===== config.mk =====
export PLATFORM = sky130hd
export DESIGN_NAME = multicycle_control
export DESIGN_NICKNAME = d
export VERILOG_FILES = /design/src/rtl/mips_defs.sv /design/src/rtl/control_out_decode.sv /design/src/rtl/multicycle_control.sv
export SDC_FILE = /design/constraint.sdc
export NUM_CORES = 1
export LEC_CHECK = 0
export ABC_CLOCK_PERIOD_IN_PS = 2300
export CAP_MARGIN = 10
export CORE_MARGIN = 2
export CORE_UTILIZATION = 40
export CTS_CLUSTER_SIZE = 24
export DETAILED_ROUTE_END_ITERATION = 16
export MAX_ROUTING_LAYER = met4
export PLACE_DENSITY = 0.76
export SLEW_MARGIN = 20
export SYNTH_ARGS = -nofsm -noshare
export SYNTH_HDL_FRONTEND = slang
export SYNTH_SLANG_ARGS = --single-unit

===== constraint.sdc =====
create_clock -name clk -period 2.3 [get_ports clk]
set_clock_uncertainty 0.2 [all_clocks]
set_input_delay 0.46 -clock clk [delete_from_list [all_inputs] [get_ports clk]]
set_output_delay 0.46 -clock clk [all_outputs]
set_load 0.05 [all_outputs]

===== src/rtl/mips_defs.sv =====
// Shared MIPS multicycle definitions: opcodes, controller state encoding, ALUop codes
// and the bundle of datapath control strobes. ALU control imports this package as well.
package mips_defs;

  localparam logic [5:0] OP_RTYPE = 6'b000000;
  localparam logic [5:0] OP_J     = 6'b000010;
  localparam logic [5:0] OP_BEQ   = 6'b000100;
  localparam logic [5:0] OP_ADDI  = 6'b001000;
  localparam logic [5:0] OP_SLTI  = 6'b001010;
  localparam logic [5:0] OP_LW    = 6'b100011;
  localparam logic [5:0] OP_SW    = 6'b101011;

  localparam logic [2:0] ALU_RTYPE = 3'b000;
  localparam logic [2:0] ALU_SUB   = 3'b001;
  localparam logic [2:0] ALU_SLT   = 3'b010;
  localparam logic [2:0] ALU_ADD   = 3'b011;

  localparam logic [1:0] ASB_REG   = 2'b00;
  localparam logic [1:0] ASB_FOUR  = 2'b01;
  localparam logic [1:0] ASB_IMM   = 2'b10;
  localparam logic [1:0] ASB_BRIMM = 2'b11;

  localparam logic [1:0] PCS_ALU    = 2'b00;
  localparam logic [1:0] PCS_ALUOUT = 2'b01;
  localparam logic [1:0] PCS_JUMP   = 2'b10;

  typedef enum logic [3:0] {
    S_FETCH     = 4'd0,
    S_DECODE    = 4'd1,
    S_MEM_ADDR  = 4'd2,
    S_MEM_READ  = 4'd3,
    S_MEM_WB    = 4'd4,
    S_MEM_WRITE = 4'd5,
    S_EXEC_R    = 4'd6,
    S_R_WB      = 4'd7,
    S_EXEC_I    = 4'd8,
    S_I_WB      = 4'd9,
    S_BRANCH    = 4'd10,
    S_JUMP      = 4'd11
  } state_t;

  typedef struct packed {
    logic       pc_write;
    logic       pc_write_cond;
    logic       i_or_d;
    logic       mem_read;
    logic       mem_write;
    logic       ir_write;
    logic       mem_to_reg;
    logic       reg_dst;
    logic       reg_write;
    logic       alu_src_a;
    logic [1:0] alu_src_b;
    logic [1:0] pc_source;
    logic [2:0] alu_op;
    logic       instr_done;
    logic       illegal_op;
  } ctrl_t;

  function automatic logic is_legal_op(input logic [5:0] op);
    return (op == OP_RTYPE) || (op == OP_J) || (op == OP_BEQ) || (op == OP_ADDI) ||
           (op == OP_SLTI) || (op == OP_LW) || (op == OP_SW);
  endfunction

endpackage


===== src/rtl/control_out_decode.sv =====
// Moore decode of controller state into datapath strobes; only the strobes that
// complete a memory access look at mem_ready. Reset blanks every output.
module control_out_decode
  import mips_defs::*;
(
  input  state_t      i_state,
  input  logic [5:0]  i_opcode,
  input  logic        i_mem_ready,
  input  logic        i_rst,
  output ctrl_t       o_ctrl
);

  ctrl_t w_ctrl;

  always_comb begin
    w_ctrl = '0;
    if (!i_rst) begin
      case (i_state)
        S_FETCH: begin
          w_ctrl.mem_read  = 1'b1;
          w_ctrl.alu_src_b = ASB_FOUR;
          w_ctrl.alu_op    = ALU_ADD;
          w_ctrl.pc_source = PCS_ALU;
          w_ctrl.ir_write  = i_mem_ready;
          w_ctrl.pc_write  = i_mem_ready;
        end
        S_DECODE: begin
          w_ctrl.alu_src_b  = ASB_BRIMM;
          w_ctrl.alu_op     = ALU_ADD;
          w_ctrl.illegal_op = ~is_legal_op(i_opcode);
        end
        S_MEM_ADDR: begin
          w_ctrl.alu_src_a = 1'b1;
          w_ctrl.alu_src_b = ASB_IMM;
          w_ctrl.alu_op    = ALU_ADD;
        end
        S_MEM_READ: begin
          w_ctrl.mem_read = 1'b1;
          w_ctrl.i_or_d   = 1'b1;
        end
        S_MEM_WB: begin
          w_ctrl.reg_write  = 1'b1;
          w_ctrl.mem_to_reg = 1'b1;
          w_ctrl.instr_done = 1'b1;
        end
        S_MEM_WRITE: begin
          w_ctrl.mem_write  = 1'b1;
          w_ctrl.i_or_d     = 1'b1;
          w_ctrl.instr_done = i_mem_ready;
        end
        S_EXEC_R: begin
          w_ctrl.alu_src_a = 1'b1;
          w_ctrl.alu_src_b = ASB_REG;
          w_ctrl.alu_op    = ALU_RTYPE;
        end
        S_R_WB: begin
          w_ctrl.reg_dst    = 1'b1;
          w_ctrl.reg_write  = 1'b1;
          w_ctrl.instr_done = 1'b1;
        end
        S_EXEC_I: begin
          w_ctrl.alu_src_a = 1'b1;
          w_ctrl.alu_src_b = ASB_IMM;
          w_ctrl.alu_op    = (i_opcode == OP_SLTI) ? ALU_SLT : ALU_ADD;
        end
        S_I_WB: begin
          w_ctrl.reg_write  = 1'b1;
          w_ctrl.instr_done = 1'b1;
        end
        S_BRANCH: begin
          w_ctrl.alu_src_a     = 1'b1;
          w_ctrl.alu_src_b     = ASB_REG;
          w_ctrl.alu_op        = ALU_SUB;
          w_ctrl.pc_write_cond = 1'b1;
          w_ctrl.pc_source     = PCS_ALUOUT;
          w_ctrl.instr_done    = 1'b1;
        end
        S_JUMP: begin
          w_ctrl.pc_write   = 1'b1;
          w_ctrl.pc_source  = PCS_JUMP;
          w_ctrl.instr_done = 1'b1;
        end
        default: w_ctrl = '0;
      endcase
    end
  end

  assign o_ctrl = w_ctrl;

endmodule


===== src/rtl/multicycle_control.sv =====
// Multicycle MIPS main controller: state register and next-state logic; the
// strobe decode lives in control_out_decode.
//   state     | meaning
//   FETCH     | read instruction, PC+4; waits on mem_ready
//   DECODE    | register read, branch target; dispatch on opcode
//   MEM_ADDR  | base + offset for lw/sw
//   MEM_READ  | data read; waits on mem_ready
//   MEM_WB    | load result to rt
//   MEM_WRITE | data write; waits on mem_ready
//   EXEC_R    | R-type ALU operation
//   R_WB      | ALU result to rd
//   EXEC_I    | addi/slti with immediate
//   I_WB      | ALU result to rt
//   BRANCH    | beq compare and conditional PC write
//   JUMP      | PC <= jump target
module multicycle_control
  import mips_defs::*;
#(
  parameter int MEM_WAIT_EN = 1
) (
  input  logic       clk,
  input  logic       rst,
  input  logic [5:0] opcode,
  input  logic       mem_ready,
  output logic       PCWrite,
  output logic       PCWriteCond,
  output logic       IorD,
  output logic       MemRead,
  output logic       MemWrite,
  output logic       IRWrite,
  output logic       MemtoReg,
  output logic       RegDst,
  output logic       RegWrite,
  output logic       ALUSrcA,
  output logic [1:0] ALUSrcB,
  output logic [1:0] PCSource,
  output logic [2:0] ALUop,
  output logic [3:0] state,
  output logic       instr_done,
  output logic       illegal_op
);

  state_t r_state;
  state_t w_next_state;
  ctrl_t  w_ctrl;
  logic   w_mem_ready;

  assign w_mem_ready = (MEM_WAIT_EN != 0) ? mem_ready : 1'b1;

  always_ff @(posedge clk or posedge rst) begin
    if (rst) r_state <= S_FETCH;
    else     r_state <= w_next_state;
  end

  always_comb begin
    w_next_state = S_FETCH;
    case (r_state)
      S_FETCH:     w_next_state = w_mem_ready ? S_DECODE : S_FETCH;
      S_DECODE: begin
        case (opcode)
          OP_LW, OP_SW:     w_next_state = S_MEM_ADDR;
          OP_RTYPE:         w_next_state = S_EXEC_R;
          OP_ADDI, OP_SLTI: w_next_state = S_EXEC_I;
          OP_BEQ:           w_next_state = S_BRANCH;
          OP_J:             w_next_state = S_JUMP;
          default:          w_next_state = S_FETCH;
        endcase
      end
      S_MEM_ADDR:  w_next_state = (opcode == OP_SW) ? S_MEM_WRITE : S_MEM_READ;
      S_MEM_READ:  w_next_state = w_mem_ready ? S_MEM_WB : S_MEM_READ;
      S_MEM_WRITE: w_next_state = w_mem_ready ? S_FETCH : S_MEM_WRITE;
      S_EXEC_R:    w_next_state = S_R_WB;
      S_EXEC_I:    w_next_state = S_I_WB;
      default:     w_next_state = S_FETCH;
    endcase
  end

  control_out_decode u_decode (
    .i_state     (r_state),
    .i_opcode    (opcode),
    .i_mem_ready (w_mem_ready),
    .i_rst       (rst),
    .o_ctrl      (w_ctrl)
  );

  assign PCWrite     = w_ctrl.pc_write;
  assign PCWriteCond = w_ctrl.pc_write_cond;
  assign IorD        = w_ctrl.i_or_d;
  assign MemRead     = w_ctrl.mem_read;
  assign MemWrite    = w_ctrl.mem_write;
  assign IRWrite     = w_ctrl.ir_write;
  assign MemtoReg    = w_ctrl.mem_to_reg;
  assign RegDst      = w_ctrl.reg_dst;
  assign RegWrite    = w_ctrl.reg_write;
  assign ALUSrcA     = w_ctrl.alu_src_a;
  assign ALUSrcB     = w_ctrl.alu_src_b;
  assign PCSource    = w_ctrl.pc_source;
  assign ALUop       = w_ctrl.alu_op;
  assign instr_done  = w_ctrl.instr_done;
  assign illegal_op  = w_ctrl.illegal_op;
  assign state       = r_state;

endmodule


==> impl_metrics.csv, run 1 <==
group,metric,value,unit
status,status,"stopped before the end",
status,haltStage,"clock tree synthesis",
status,firstError,"[ERROR DPL-0038] Utilization greater than 100%, impossible to legalize",
clock_tree,max-clock-path-buffers,2,
logic_synthesis,ys.flop_type,"dfrtp_1",
logic_synthesis,syn-mean-instance-area,7.18,um2
placement,place_congestion,0.884,
clock_tree,cts_buffers,3,
logic_synthesis,synth_most_common_cell,"nor2_1",
floorplan,rows,14,
placement,dpl_cell_area,1470,um2
logic_synthesis,synthCells,93,
placement,dp_hpwl,2490,um
clock_tree,ctsHoldBuffers,0,
logic_synthesis,synth_edf_count,0,
placement,portBuffers,30,
placement,pre_cts_slack,-0.353,ns
logic_synthesis,ys_warn_count,0,
logic_synthesis,netlist_top_cells_count,"8 x nor2_1, 7 x nor3_1, 5 x buf_2",
clock_tree,root_buffer,"clkbuf_4",
clock_tree,cts_sinks,4,
logic_synthesis,ys_top_cells_by_area,"dfrtp_1 15%, nor3_1 5.2%, nor2_1 4.5%",
floorplan,ios,32,
logic_synthesis,ys_async_sr_fraction,100,%
clock_tree,cts_resized,29,
logic_synthesis,ys_seq_area_share,15.0,%
logic_synthesis,synth-seq-cells,4,
floorplan,initial_core_util,43.3,%
clock_tree,cts_max_level,1,
logic_synthesis,syn_area,668,um2
logic_synthesis,synth.distinct_cells,40,
clock_tree,post_cts_buffers,11,
logic_synthesis,synth_area_leader_cell,"dfrtp_1",
logic_synthesis,synth_top_area_share,15.0,%
floorplan,die_x,44.9,um
logic_synthesis,synth_nets,102,
floorplan,die_y,44.9,um
## cell families after synthesis
kind of cell / share of synthesized area (%)
AO/OA/AOI/OAI: 25.1
flip-flops: 15.0
XOR/XNOR: 3.93
buffers and inverters: 10.5
adder cells (fa/ha/maj): 1.50
other: 0.561
AND/OR/NAND/NOR: 43.4
## stage by stage
| stage | util [%] | std cells | hold slack [ns] | TNS (ns) |
|---|---|---|---|---|
| after detailed placement | 95.0 | 150 | 0.575 | -2.38 |
| after floorplan | - | 93 | 0.0633 | -0.137 |
| after global placement | 95.0 | 150 | 0.564 | -1.31 |
==> run 2, diff against run 1 <==
--- a/config.mk
+++ b/config.mk
@@ -7,12 +7,10 @@
 export LEC_CHECK = 0
 export ABC_CLOCK_PERIOD_IN_PS = 2300
 export CAP_MARGIN = 10
-export CORE_MARGIN = 2
-export CORE_UTILIZATION = 40
-export CTS_CLUSTER_SIZE = 24
+export CORE_AREA = 2 2 63 65
 export DETAILED_ROUTE_END_ITERATION = 16
-export MAX_ROUTING_LAYER = met4
-export PLACE_DENSITY = 0.76
+export DIE_AREA = 0 0 65 67
+export PLACE_DENSITY_LB_ADDON = 0.15
 export SLEW_MARGIN = 20
 export SYNTH_ARGS = -nofsm -noshare
 export SYNTH_HDL_FRONTEND = slang
==> impl_metrics.csv, run 2 <==
group,metric,value,unit
timing,timing.final.crit_share,98.7,%
clock_tree,max-clock-path-buffers,2,
logic_synthesis,synth_top_area_share,15.0,%
status,status,"completed",
final_layout,mostFrequentLayoutCells,"30 x buf_4, 19 x buf_12, 6 x nor2_1, 6 x nor3_4",
floorplan,die_x,65,um
timing,hold_viol_final,0,
floorplan,core-area,3610,um2
final_layout,nFillCells,332,
final_layout,area_delta_synth_final,153,%
clock_tree,clk_latency,0.22,ns
clock_tree,cts_sinks,4,
final_layout,final_common_cell,"buf_4",
setup_path,cp_cell_sequence,"or3_4 -> buf_6 -> nor3b_4 -> buf_12",
grt,grt_use_total,13.4,%
logic_synthesis,syn_area,668,um2
logic_synthesis,netlist_top_cells_count,"8 x nor2_1, 7 x nor3_1, 5 x buf_2",
setup_path,crit_arrival,1.61,ns
placement,portBuffers,30,
setup_path,cp-end-kind,"output pin",
timing,max_freq,441,MHz
logic_synthesis,ys_seq_area_share,15.0,%
pwr,p_leak,0.658,nW
timing,rsz0062_at_grt,"true",
logic_synthesis,synth_area_leader_cell,"dfrtp_1",
detailed_routing,via_per_inst,4.90,
setup_path,critPathRequiredTime,1.64,ns
final_layout,largest_register_ffs,4,
logic_synthesis,synth.distinct_cells,40,
timing,post-route-min-period,2.27,ns
logic_synthesis,synth_nets,102,
logic_synthesis,synthCells,93,
timing,drv_slew,0,
clock_tree,cts_tree,"done",
detailed_routing,vias,945,
detailed_routing,dr.pass1.iters,4,
floorplan,initial_core_util,18.5,%
setup_path,max_stage_delay,0.44,ns
timing,worst_slack,0.0309,ns
clock_tree,clk_pin_slew,0.03,ns
detailed_routing,routed_wl,2740,um
logic_synthesis,synth_most_common_cell,"nor2_1",
grt,grt_overflow_total,0,
logic_synthesis,synth-seq-cells,4,
logic_synthesis,syn-mean-instance-area,7.18,um2
clock_tree,cts_buffers,3,
placement,pre_cts_slack,-0.279,ns
final_layout,antenna_cells,0,
setup_path,r2r_start,"state[1]",
job,maxCapViolations,0,
floorplan,ios,32,
logic_synthesis,ys.flop_type,"dfrtp_1",
grt,grt_max_degree,20,
setup_path,start_kind,"register",
floorplan,die_y,67,um
detailed_routing,antenna_left,0,
floorplan,die_area,4360,um2
timing,setup_viol,0,
detailed_routing,drc,0,
grt,grt_pass1_wl,4460,um
detailed_routing,wl_per_cell,14.2,um
logic_synthesis,synth_edf_count,0,
clock_tree,root_buffer,"clkbuf_8",
pwr,p_per_area,860,nW/um2
timing,fin_setup_tns,0,ns
grt,grt_pass1_vias,894,
logic_synthesis,ys_top_cells_by_area,"dfrtp_1 15%, nor3_1 5.2%, nor2_1 4.5%",
final_layout,num-nets-final,156,
logic_synthesis,ys_warn_count,0,
timing,fin_hold_ws,0.442,ns
setup_path,slowest_stage,"dfrtp_2",
pwr,vdd_ir_drop_max,0.279,mV
final_layout,final_layout_size_suffix_gt1_share,62.8,%
setup_path,worst-path-max-fanout,7,
clock_tree,cts_max_level,1,
placement,place_congestion,0.768,
min_path,min_path_type,"in -> async",
setup_path,path_class,"reg -> out",
placement,dp_hpwl,2060,um
logic_synthesis,ys_async_sr_fraction,100,%
setup_path,crit_start,"state[2]",
grt,antenna_found_initial,0,
detailed_routing,first_iter_violations,20,
floorplan,rows,22,
## run 2: logic make-up after synthesis
kind of cell	synth area share, %
buffers and inverters	10.5
xor gates and xnor gates	3.93
and+or+nand+nor	43.4
adders and majority gates	1.50
AOI/OAI and AO/OA	25.1
other	0.561
DFF	15.0
## run 2: path summary, 6_finish.rpt
| kind | slack [ns] | cells after the start | to |
|---|---|---|---|
| setup / recovery | 0.03 | 4 | MemRead |
| hold / removal | 0.44 | 4 | state[1] |
| setup reg to reg | 0.38 | 3 | state[3] |
| hold reg to reg | 0.51 | 2 | state[3] |
| max in group asynchronous | 1.34 | 4 | state[0] |
| min in group clk | 0.51 | 2 | state[3] |
## run 2: area by class of cell
class / count / area (um2) / area share [%]
Tap cell: 48 / 60.1 / 3.55
Sequential cell: 4 / 108 / 6.36
Inverter: 4 / 15.0 / 0.887
Timing Repair Buffer: 60 / 704 / 41.6
Clock buffer: 3 / 41.3 / 2.44
Multi-Input combinational cell: 74 / 764 / 45.2
## run 2: metrics by stage
stage | cells | total power, mW | util [%] | cell area (um2)
2_1_floorplan | 93 | 0.786 | - | 880
3_5_place_dp | 182 | 1.21 | 42.1 | 1520
3_3_place_gp | 182 | 1.20 | 42.1 | 1520
4_1_cts | 189 | 1.42 | 45.7 | 1650
5_1_grt | 193 | 1.53 | 46.9 | 1690
6_report | 193 | 1.46 | 46.9 | 1690
## run 2: what timing repair did
item                                    CTS  global route
resized for setup                        21            11
endpoints found under the setup margin   13            10
setup buffers                             4             4
endpoints found under the hold margin     0             0
pin swaps                                 5             7
hold buffers                              0             0
## run 2: report_power, final
| part | leakage, nW | internal [mW] | switching [mW] |
|---|---|---|---|
| logic | 0.589 | 0.530 | 0.645 |
| clock network | 0.0216 | 0.111 | 0.0351 |
| registers | 0.0474 | 0.0939 | 0.0411 |
## run 2: layer usage
layer  GRT usage, %  part of all wire, %
met3          0.676                  1.9
met5              0                    0
met4           5.05                 0.69
met1           17.0                   43
met2           24.0                   54
## run 2: worst max-delay path, delay by kind of cell (launching register included)
kind | cells | cell delay [ns]
flops | 1 | 0.44
simple gates | 2 | 0.64
buf+inv | 2 | 0.30
Power figures use the tool's default switching activity.
